### src/rtl/sfp_wb_arbiter_pkg.sv
// Shared definitions for the SFP EEPROM Wishbone arbiter: FSM encoding and a
// constant-evaluable ceil(log2) helper used for parameter-derived widths.
package sfp_wb_arbiter_pkg;

    typedef enum logic [1:0] {
        s_Idle    = 2'd0,
        s_Granted = 2'd1,
        s_Abort   = 2'd2
    } arb_state_e;

    // Smallest w such that 2**w >= value; usable in localparam expressions.
    function automatic int clog2(input int value);
        int w;
        w = 0;
        for (int p = 1; p < value; p = p * 2) begin
            w = w + 1;
        end
        return w;
    endfunction

endpackage

### src/rtl/sfp_wb_arbiter_rr_priority_picker.sv
// Combinational round-robin picker: searches the request vector starting one
// position after the previous winner, wrapping, and returns the first hit.
module rr_priority_picker
    import sfp_wb_arbiter_pkg::*;
#(
    parameter int N  = 4,
    parameter int IW = clog2(N)
) (
    input  logic [N-1:0]  req_i,
    input  logic [IW-1:0] last_i,
    output logic [N-1:0]  gnt_o,
    output logic [IW-1:0] idx_o,
    output logic          valid_o
);

    logic [IW-1:0] cand_s;
    logic          hit_s;

    // Walk the ring once; the first requester found after last_i wins.
    always_comb begin
        gnt_o   = '0;
        idx_o   = '0;
        valid_o = 1'b0;
        cand_s  = '0;
        hit_s   = 1'b0;
        for (int k = 1; k <= N; k++) begin
            cand_s         = IW'((int'(last_i) + k) % N);
            hit_s          = !valid_o && req_i[cand_s];
            gnt_o[cand_s]  = gnt_o[cand_s] | hit_s;
            idx_o          = hit_s ? cand_s : idx_o;
            valid_o        = valid_o | hit_s;
        end
    end

endmodule

### src/rtl/sfp_wb_arbiter.sv
// Round-robin Wishbone arbiter sharing the SFP EEPROM read port between byte
// readers; holds a grant for a whole Cyc and aborts hung transfers on timeout.
module sfp_wb_arbiter
    import sfp_wb_arbiter_pkg::*;
#(
    parameter int g_NumMasters    = 4,
    parameter int g_WbAddrWidth   = 32,
    parameter int g_TimeoutCycles = 65535
) (
    input  logic                                  Clk_ik,
    input  logic                                  Rst_ir,
    input  logic [g_NumMasters-1:0]               WbCyc_ib,
    input  logic [g_NumMasters-1:0]               WbStb_ib,
    input  logic [g_NumMasters*g_WbAddrWidth-1:0] WbAddr_ib,
    output logic [7:0]                            WbData_ob8,
    output logic [g_NumMasters-1:0]               WbAck_ob,
    output logic [g_NumMasters-1:0]               WbErr_ob,
    output logic                                  WbCyc_o,
    output logic                                  WbStb_o,
    output logic [g_WbAddrWidth-1:0]              WbAddr_ob,
    input  logic [7:0]                            WbData_ib8,
    input  logic                                  WbAck_i,
    output logic [g_NumMasters-1:0]               Grant_ob
);

    localparam int N  = g_NumMasters;
    localparam int AW = g_WbAddrWidth;
    localparam int IW = clog2(N);
    localparam int CW = clog2(g_TimeoutCycles + 1);

    localparam logic [CW-1:0] CntMax  = CW'(g_TimeoutCycles);
    localparam logic [CW-1:0] CntLast = CW'(g_TimeoutCycles - 1);
    localparam logic [IW-1:0] LastRst = IW'(N - 1);

    arb_state_e    state_q, state_d;
    logic [N-1:0]  grant_q, grant_d;
    logic [N-1:0]  err_q, err_d;
    logic [IW-1:0] last_q, last_d;
    logic [CW-1:0] cnt_q, cnt_d;

    logic [N-1:0]  pick_gnt_s;
    logic [IW-1:0] pick_idx_s;
    logic          pick_valid_s;

    logic          sel_cyc_s;
    logic          sel_stb_s;
    logic [AW-1:0] sel_addr_s;
    logic          timeout_s;

    rr_priority_picker #(
        .N  (N),
        .IW (IW)
    ) u_picker (
        .req_i   (WbCyc_ib),
        .last_i  (last_q),
        .gnt_o   (pick_gnt_s),
        .idx_o   (pick_idx_s),
        .valid_o (pick_valid_s)
    );

    // One-hot AND-OR mux selecting the granted master's Cyc/Stb/address.
    always_comb begin
        sel_cyc_s  = 1'b0;
        sel_stb_s  = 1'b0;
        sel_addr_s = '0;
        for (int i = 0; i < N; i++) begin
            sel_cyc_s  = sel_cyc_s | (grant_q[i] & WbCyc_ib[i]);
            sel_stb_s  = sel_stb_s | (grant_q[i] & WbStb_ib[i]);
            sel_addr_s = sel_addr_s | ({AW{grant_q[i]}} & WbAddr_ib[i*AW +: AW]);
        end
    end

    // Slave-side outputs follow the owner only while granted; abort and idle keep the slave quiet.
    always_comb begin
        WbCyc_o   = 1'b0;
        WbStb_o   = 1'b0;
        WbAddr_ob = '0;
        WbAck_ob  = '0;
        if (state_q == s_Granted) begin
            WbCyc_o   = sel_cyc_s;
            WbStb_o   = sel_stb_s;
            WbAddr_ob = sel_addr_s;
            WbAck_ob  = grant_q & {N{WbAck_i}};
        end else begin
            WbCyc_o   = 1'b0;
            WbStb_o   = 1'b0;
        end
    end

    assign WbData_ob8 = WbData_ib8;
    assign Grant_ob   = grant_q;
    assign WbErr_ob   = err_q;

    // The limit fires on the edge that would complete the last unacknowledged Stb cycle;
    // an Ack in that same cycle wins.
    assign timeout_s = WbStb_o && !WbAck_i && (cnt_q >= CntLast);

    // Saturating Stb-without-Ack counter.
    always_comb begin
        cnt_d = cnt_q;
        if (!WbStb_o || WbAck_i) begin
            cnt_d = '0;
        end else if (cnt_q != CntMax) begin
            cnt_d = cnt_q + CW'(1);
        end else begin
            cnt_d = cnt_q;
        end
    end

    // Next-state logic: grant on request, release on Cyc drop, abort on timeout.
    always_comb begin
        state_d = state_q;
        grant_d = grant_q;
        err_d   = err_q;
        last_d  = last_q;
        case (state_q)
            s_Idle: begin
                if (pick_valid_s) begin
                    state_d = s_Granted;
                    grant_d = pick_gnt_s;
                    last_d  = pick_idx_s;
                end else begin
                    state_d = s_Idle;
                end
            end
            s_Granted: begin
                if (!sel_cyc_s) begin
                    state_d = s_Idle;
                    grant_d = '0;
                end else if (timeout_s) begin
                    state_d = s_Abort;
                    err_d   = grant_q;
                end else begin
                    state_d = s_Granted;
                end
            end
            s_Abort: begin
                if (!sel_cyc_s) begin
                    state_d = s_Idle;
                    grant_d = '0;
                    err_d   = '0;
                end else begin
                    state_d = s_Abort;
                end
            end
            default: begin
                state_d = s_Idle;
                grant_d = '0;
                err_d   = '0;
            end
        endcase
    end

    // State, grant, error and counter registers.
    always_ff @(posedge Clk_ik or posedge Rst_ir) begin
        if (Rst_ir) begin
            state_q <= s_Idle;
            grant_q <= '0;
            err_q   <= '0;
            last_q  <= LastRst;
            cnt_q   <= '0;
        end else begin
            state_q <= state_d;
            grant_q <= grant_d;
            err_q   <= err_d;
            last_q  <= last_d;
            cnt_q   <= cnt_d;
        end
    end

endmodule

### config.mk
export PLATFORM = sky130hd
export DESIGN_NAME = sfp_wb_arbiter
export DESIGN_NICKNAME = d
export VERILOG_FILES = /design/src/rtl/sfp_wb_arbiter_pkg.sv /design/src/rtl/sfp_wb_arbiter_rr_priority_picker.sv /design/src/rtl/sfp_wb_arbiter.sv
export SDC_FILE = /design/constraint.sdc
export NUM_CORES = 1
export LEC_CHECK = 0
export CORE_MARGIN = 2
export CORE_UTILIZATION = 41
export CTS_CLUSTER_SIZE = 30
export DETAILED_ROUTE_END_ITERATION = 12
export PLACE_DENSITY = 0.88
export SYNTH_ARGS = -nofsm -noshare
export SYNTH_HDL_FRONTEND = slang
export SYNTH_HIERARCHICAL = 1
export SYNTH_SLANG_ARGS = --single-unit
export TNS_END_PERCENT = 100
### constraint.sdc
create_clock -name Clk_ik -period 6.5 [get_ports Clk_ik]
set_clock_uncertainty 0.1 [all_clocks]
set_input_delay 1.3 -clock Clk_ik [delete_from_list [all_inputs] [get_ports Clk_ik]]
set_output_delay 1.3 -clock Clk_ik [all_outputs]
set_load 0.1 [all_outputs]
# Word-level counts from Yosys, hierarchy flattened
# Index checks and enable logic that the tools add are counted.
[word_totals]
reg_bits = 28
inputBits = 147
output_inout_bits = 54
elab_cells = 127
[op_classes]
add_sub_neg = 5
n_lt_le_gt_ge = 9
n_eq_ne = 8
muxes = 48
bitwise = 31
reduce_logical = 21
[op_table]
columns = ["cell", "n"]
rows = [
  ["bitwise AND 32 bit", 4],
  ["bitwise OR 32 bit", 3],
  ["two-way mux 16 bit", 2],
  ["two-way mux 32 bit", 1],
  ["two-way mux 4 bit", 5],
  ["adder 16 x 1 -> 16 bit (second input constant)", 1],
  ["binary-select mux 1 bit (select 2 bit)", 8],
  ["greater-or-equal comparator 16 bit (second input constant)", 1],
  ["inequality test 16 bit (second input constant)", 1],
  ["two-way mux 1 bit", 15],
  ["two-way mux 2 bit", 7],
  ["bitwise OR 1 bit", 13],
  ["bitwise mux 4 bit", 3],
  ["less-than comparator 2 x 3 -> 1 bit (second input constant)", 4],
  ["one-hot mux 4 bit (3 select lines)", 1],
  ["inequality test 2 bit (second input constant)", 5],
  ["logical AND 1 bit", 9],
  ["bitwise AND 1 bit", 8],
  ["bitwise AND 4 bit", 2],
  ["demux 1 bit (select 2 bit)", 4],
  ["greater-or-equal comparator 2 x 1 -> 1 bit (second input constant)", 4],
  ["one-hot mux 4 bit (2 select lines)", 1],
  ["one-hot mux 2 bit (3 select lines)", 1],
  ["zero test 1 bit", 5],
  ["11 further kinds", 14],
]

# Longest topological paths before layout
[logic_depth]
depth_word = 20
ltp_mapped = 13

# By module
# The synthesis kept the hierarchy.
[modules_own_cells]
columns = ["module", "instances", "cells_each", "area_each_um2", "seq_area_each_um2"]
rows = [
  ["sfp_wb_arbiter", 1, 287, 2489.9, 703.2],
  ["rr_priority_picker", 1, 101, 733.2, 0.0],
]

# Least setup slack after synthesis
# No wires, ideal clock.
[synth_timing]
path_type = "reg2out"
startpoint = "reg grant_q[0] (netlist: Grant_ob[0])"
endpoint = "out WbAddr_ob[10]"
arrival_time_ns = 3.832
t_required_ns = 5.100
path_slack_ns = 1.268
path_stages_with_launch = 5
cell_sequence = "dfrtp_1 -> buf_2 -> clkbuf_1 -> a22oi_1 -> a21boi_0"
[synth_between]
elab_chain_len = 5
[synth_rtl]
columns = ["item", "line_no", "source"]
rows = [
  ["start, declared", "sfp_wb_arbiter.sv:36", "logic [N-1:0] grant_q, grant_d;"],
  ["start signal, assigned", "sfp_wb_arbiter.sv:164", "grant_q <= grant_d;"],
  ["bitwise AND 32 bit", "sfp_wb_arbiter.sv:69", "sel_addr_s = sel_addr_s | ({AW{grant_q[i]}} & WbAddr_ib[i*AW +: AW]);"],
  ["bitwise OR 32 bit (3 in series)", "sfp_wb_arbiter.sv:69", ""],
  ["two-way mux 32 bit", "sfp_wb_arbiter.sv:79", "if (state_q == s_Granted) begin"],
  ["end, declared", "sfp_wb_arbiter.sv:20", "output logic [g_WbAddrWidth-1:0] WbAddr_ob,"],
]
# No other way between the ends.

# Worst setup path in the final report
[layout_timing]
startpoint = "in WbAddr_ib[26]"
endpoint = "out WbAddr_ob[26]"
[layout_between]
elab_chain_len = 5
[layout_rtl]
columns = ["item", "line_no", "source"]
rows = [
  ["start, declared", "sfp_wb_arbiter.sv:14", "input logic [g_NumMasters*g_WbAddrWidth-1:0] WbAddr_ib,"],
  ["bitwise AND 32 bit", "sfp_wb_arbiter.sv:69", ""],
  ["bitwise OR 32 bit (3 in series)", "sfp_wb_arbiter.sv:69", ""],
  ["two-way mux 32 bit", "sfp_wb_arbiter.sv:79", ""],
]
# No other way between the ends.

==> metrics.md <==
| Metric | Value |
|---|---|
| Routed WL per cell | `~20 um` |
| Half-perimeter wire length after placement | `between 9000 and 10000 um` |
| Post-detailed-route via-to-cell ratio | `6.08` |
| Pin count of the biggest net entering global routing | `39` |
| Worst reg-to-reg setup slack | `roughly 2.7 ns` |
| Classification of the worst-slack hold path | `flop to flop` |
| Primary FF master, synth | `dfrtp_1` |
| Sequential cell area fraction in the yosys report | `approximately 22%` |
| Netlist cell types | `70` |
| Share of final-layout standard cells stronger than drive strength 1 | `5.62%` |
| Setup-failing EPs final | `0` |
| Number of clock sinks | `28` |
| Synthesized netlist cell count | `~390` |
| Worst vdd rail ir drop | `between 0.15 and 0.2 mV` |
| CTS Root Cell | `clkbuf_8` |
| Setup slack after layout | `1.70 ns` |
| Commonest non-fill, non-tap cells in the layout | `183 x clkdlybuf4s50_1, 69 x a22oi_1, 36 x a21boi_0, 26 x dfrtp_1` |
| Remaining Overflow, GRT | `0` |
| Worst slew margin | `just under 30%` |
| Setup TNS | `0 ns` |
| Hold-fix buffers at CTS | `0` |
| All-layer global routing usage | `27.5%` |
| Die Height | `about 93 um` |
| Clock edge transition at the registers on the reported setup and hold paths | `roughly 0.09 ns` |
| Die outline width | `approximately 93 um` |
| Worst endpoint required time | `~5.1 ns` |
| Leading cell type in the layout, fill and taps excluded | `clkdlybuf4s50_1` |
| Placer congestion estimate | `roughly 0.87` |
| Synthesized flop and latch total | `28` |
| Post-synth EDFFs | `0` |
| First DRT Iteration DRCs | `~360` |
| Worst skew pair latency | `around 0.28 ns` |
| Fraction of registers with async set/reset | `100%` |
| Avg Synthesized Cell Area | `between 8 and 9 um2` |
| Switching Power | `between 1 and 1.5 mW` |
| Post-CTS Setup Inserts | `0` |
| Net count of the finished layout | `between 600 and 700` |
| Ratio of total power to cell area | `417 nW/um2` |
| Final Hold Viols | `0` |
| Number of rows created at floorplan | `32` |
| Iteration count of the initial detailed-routing pass | `5` |
| Crit share post-route | `73.9%` |
| ANT cells | `0` |
| Final Slew Violations | `0` |
| Element type at the critical path start | `input pin` |
| Maximum achievable frequency | `~210 MHz` |
| Warnings from Yosys | `6` |
| Initial antenna violation count | `0` |
| Mapped Nets | `~550` |
| RSZ-0062 raised after global routing | `false` |
| Global-route wire length before repair | `between 15000 and 20000 um` |
| Switching portion of total power | `a little over 60%` |
| Total standard cell area after synthesis | `about 3200 um2` |
| Proportion of power drawn by the clock network | `approximately 4.7%` |
| Boundary Pins | `around 200` |
| Clock tree buffer depth | `2` |
| Setup crit end kind | `output port` |
| Clock tree from TritonCTS | `done` |
| Number of levels the H-tree was split into | `1` |
| Worst hold path depth | `1` |
| Die Footprint | `8590 um2` |
| Total internal power | `0.785 mW` |
| Overall via count from detail_route | `a little under 4000` |
| Class of the most critical setup path | `input pin to output port` |
| Slew @ Worst Pin | `between 1 and 1.5 ns` |
| Number of buffer cells added on primary ports | `around 180` |
| Worst reg2reg path depth | `9` |
| Area of the core region | `slightly below 8000 um2` |
| Remaining number of nets flagged by the antenna check after routing | `0` |
| Maximum Capacitance Violations | `0` |
| Arrival time at the worst endpoint | `3.40 ns` |
| Largest fanout on the critical path | `1` |
| Final period demand of the worst path | `4.80 ns` |
| Filler cells | `between 600 and 700` |
| Area growth from synthesis to layout | `55.5%` |
| Remaining DRCs | `0` |
| Leakage component of the power | `~1.8 nW` |
| Initial cell density of the core | `41.9%` |
| Combinational fraction of design power | `a little over four fifths` |
| Routed WL | `about 13000 um` |
| Outcome | `completed` |
| Sequential power share | `approximately an eighth` |
| TritonCTS buffer count | `3` |
| Number of gates given a new drive strength after cts | `0` |
| Number of global-route vias before repair | `approximately 3700` |
| Setup Slack @ Placement | `around 1.7 ns` |
## power groups by stage
stage | clock (mW) | combinational [mW] | sequential [mW]
4_1_cts | 0.0986 | 1.73 | 0.246
3_5_place_dp | 0 | 1.73 | 0.249
5_1_grt | 0.106 | 1.82 | 0.253
3_3_place_gp | 0 | 1.70 | 0.247
2_1_floorplan | 0 | 1.34 | 0.261
6_report | 0.0979 | 1.74 | 0.247
## cell families (layout without fill, tap and decap cells)
logic type	count (synthesis)	after routing	share of synthesized area, %
adders and majority gates	10	10	3.88
and+or+nand+nor	79	79	14.0
AOI/OAI and AO/OA	199	199	45.4
buffers and inverters	62	208	9.86
muxes	10	10	5.01
DFF	28	28	21.8
## final cells by class
class	count	area, um2	area share, %
Inverter	15	56.3	1.12
Timing Repair Buffer	189	1880	37.5
Multi-Input combinational cell	298	2200	43.9
Clock buffer	4	45.0	0.899
Sequential cell	28	703	14.0
Tap cell	102	128	2.55
## synthesized netlist by cell type, drive strengths merged (8+ instances only)
master  count  area share [%]
a21oi      20             3.2
dfrtp      26              20
a22oi      69              16
clkbuf     18             2.6
nand2      19             2.2
a21boi     36             8.4
and3        8             1.7
o21ai      18             2.8
nor2       12             1.4
buf        29             5.6
inv        15             1.7
ha         10             3.9
## critical path: stages
cell and delay, ns:
clkdlybuf4s50_1 0.49, a22oi_1 0.09, a21boi_0 0.32, clkdlybuf4s50_1 1.20
## per-stage QoR
stage / util (%) / hold WS [ns] / total power, mW / std cells / cell area (um2)
final: 65.2 / 0.453 / 2.09 / 636 / 5010
after global routing: 65.2 / 0.471 / 2.18 / 636 / 5010
after CTS: 65.2 / 0.453 / 2.08 / 636 / 5010
after detailed placement: 64.6 / 0.401 / 1.98 / 632 / 4970
after global placement: 64.6 / 0.382 / 1.95 / 632 / 4970
after floorplan: - / 0.364 / 1.60 / 388 / 3220
## worst paths after layout
path,from,to
max in group asynchronous,Rst_ir,cnt_q[9]$_DFFE_PP0P_
max reg2reg,last_q[0]$_DFFE_PP1P_,Grant_ob[3]$_DFFE_PP0P_
min reg2reg,cnt_q[14]$_DFFE_PP0P_,cnt_q[14]$_DFFE_PP0P_
max,WbAddr_ib[26],WbAddr_ob[26]
min in group asynchronous,Rst_ir,cnt_q[5]$_DFFE_PP0P_
min,cnt_q[14]$_DFFE_PP0P_,cnt_q[14]$_DFFE_PP0P_
## registers in the layout, summed over array words and instances (netlist names)
| name | count |
|---|---|
| cnt_q | 16 |
| Grant_ob | 4 |
| WbErr_ob | 4 |
| last_q | 2 |
| state_q | 2 |
## metal layers
layer	part of all wire [%]	up-vias	track usage [%]
met2	50	173	48.4
met4	2.5	0	8.58
met1	39	1854	33.8
met3	8.9	27	5.70
li1	-	1816	-
met5	0	-	0
(Power assumes the default switching activity.)
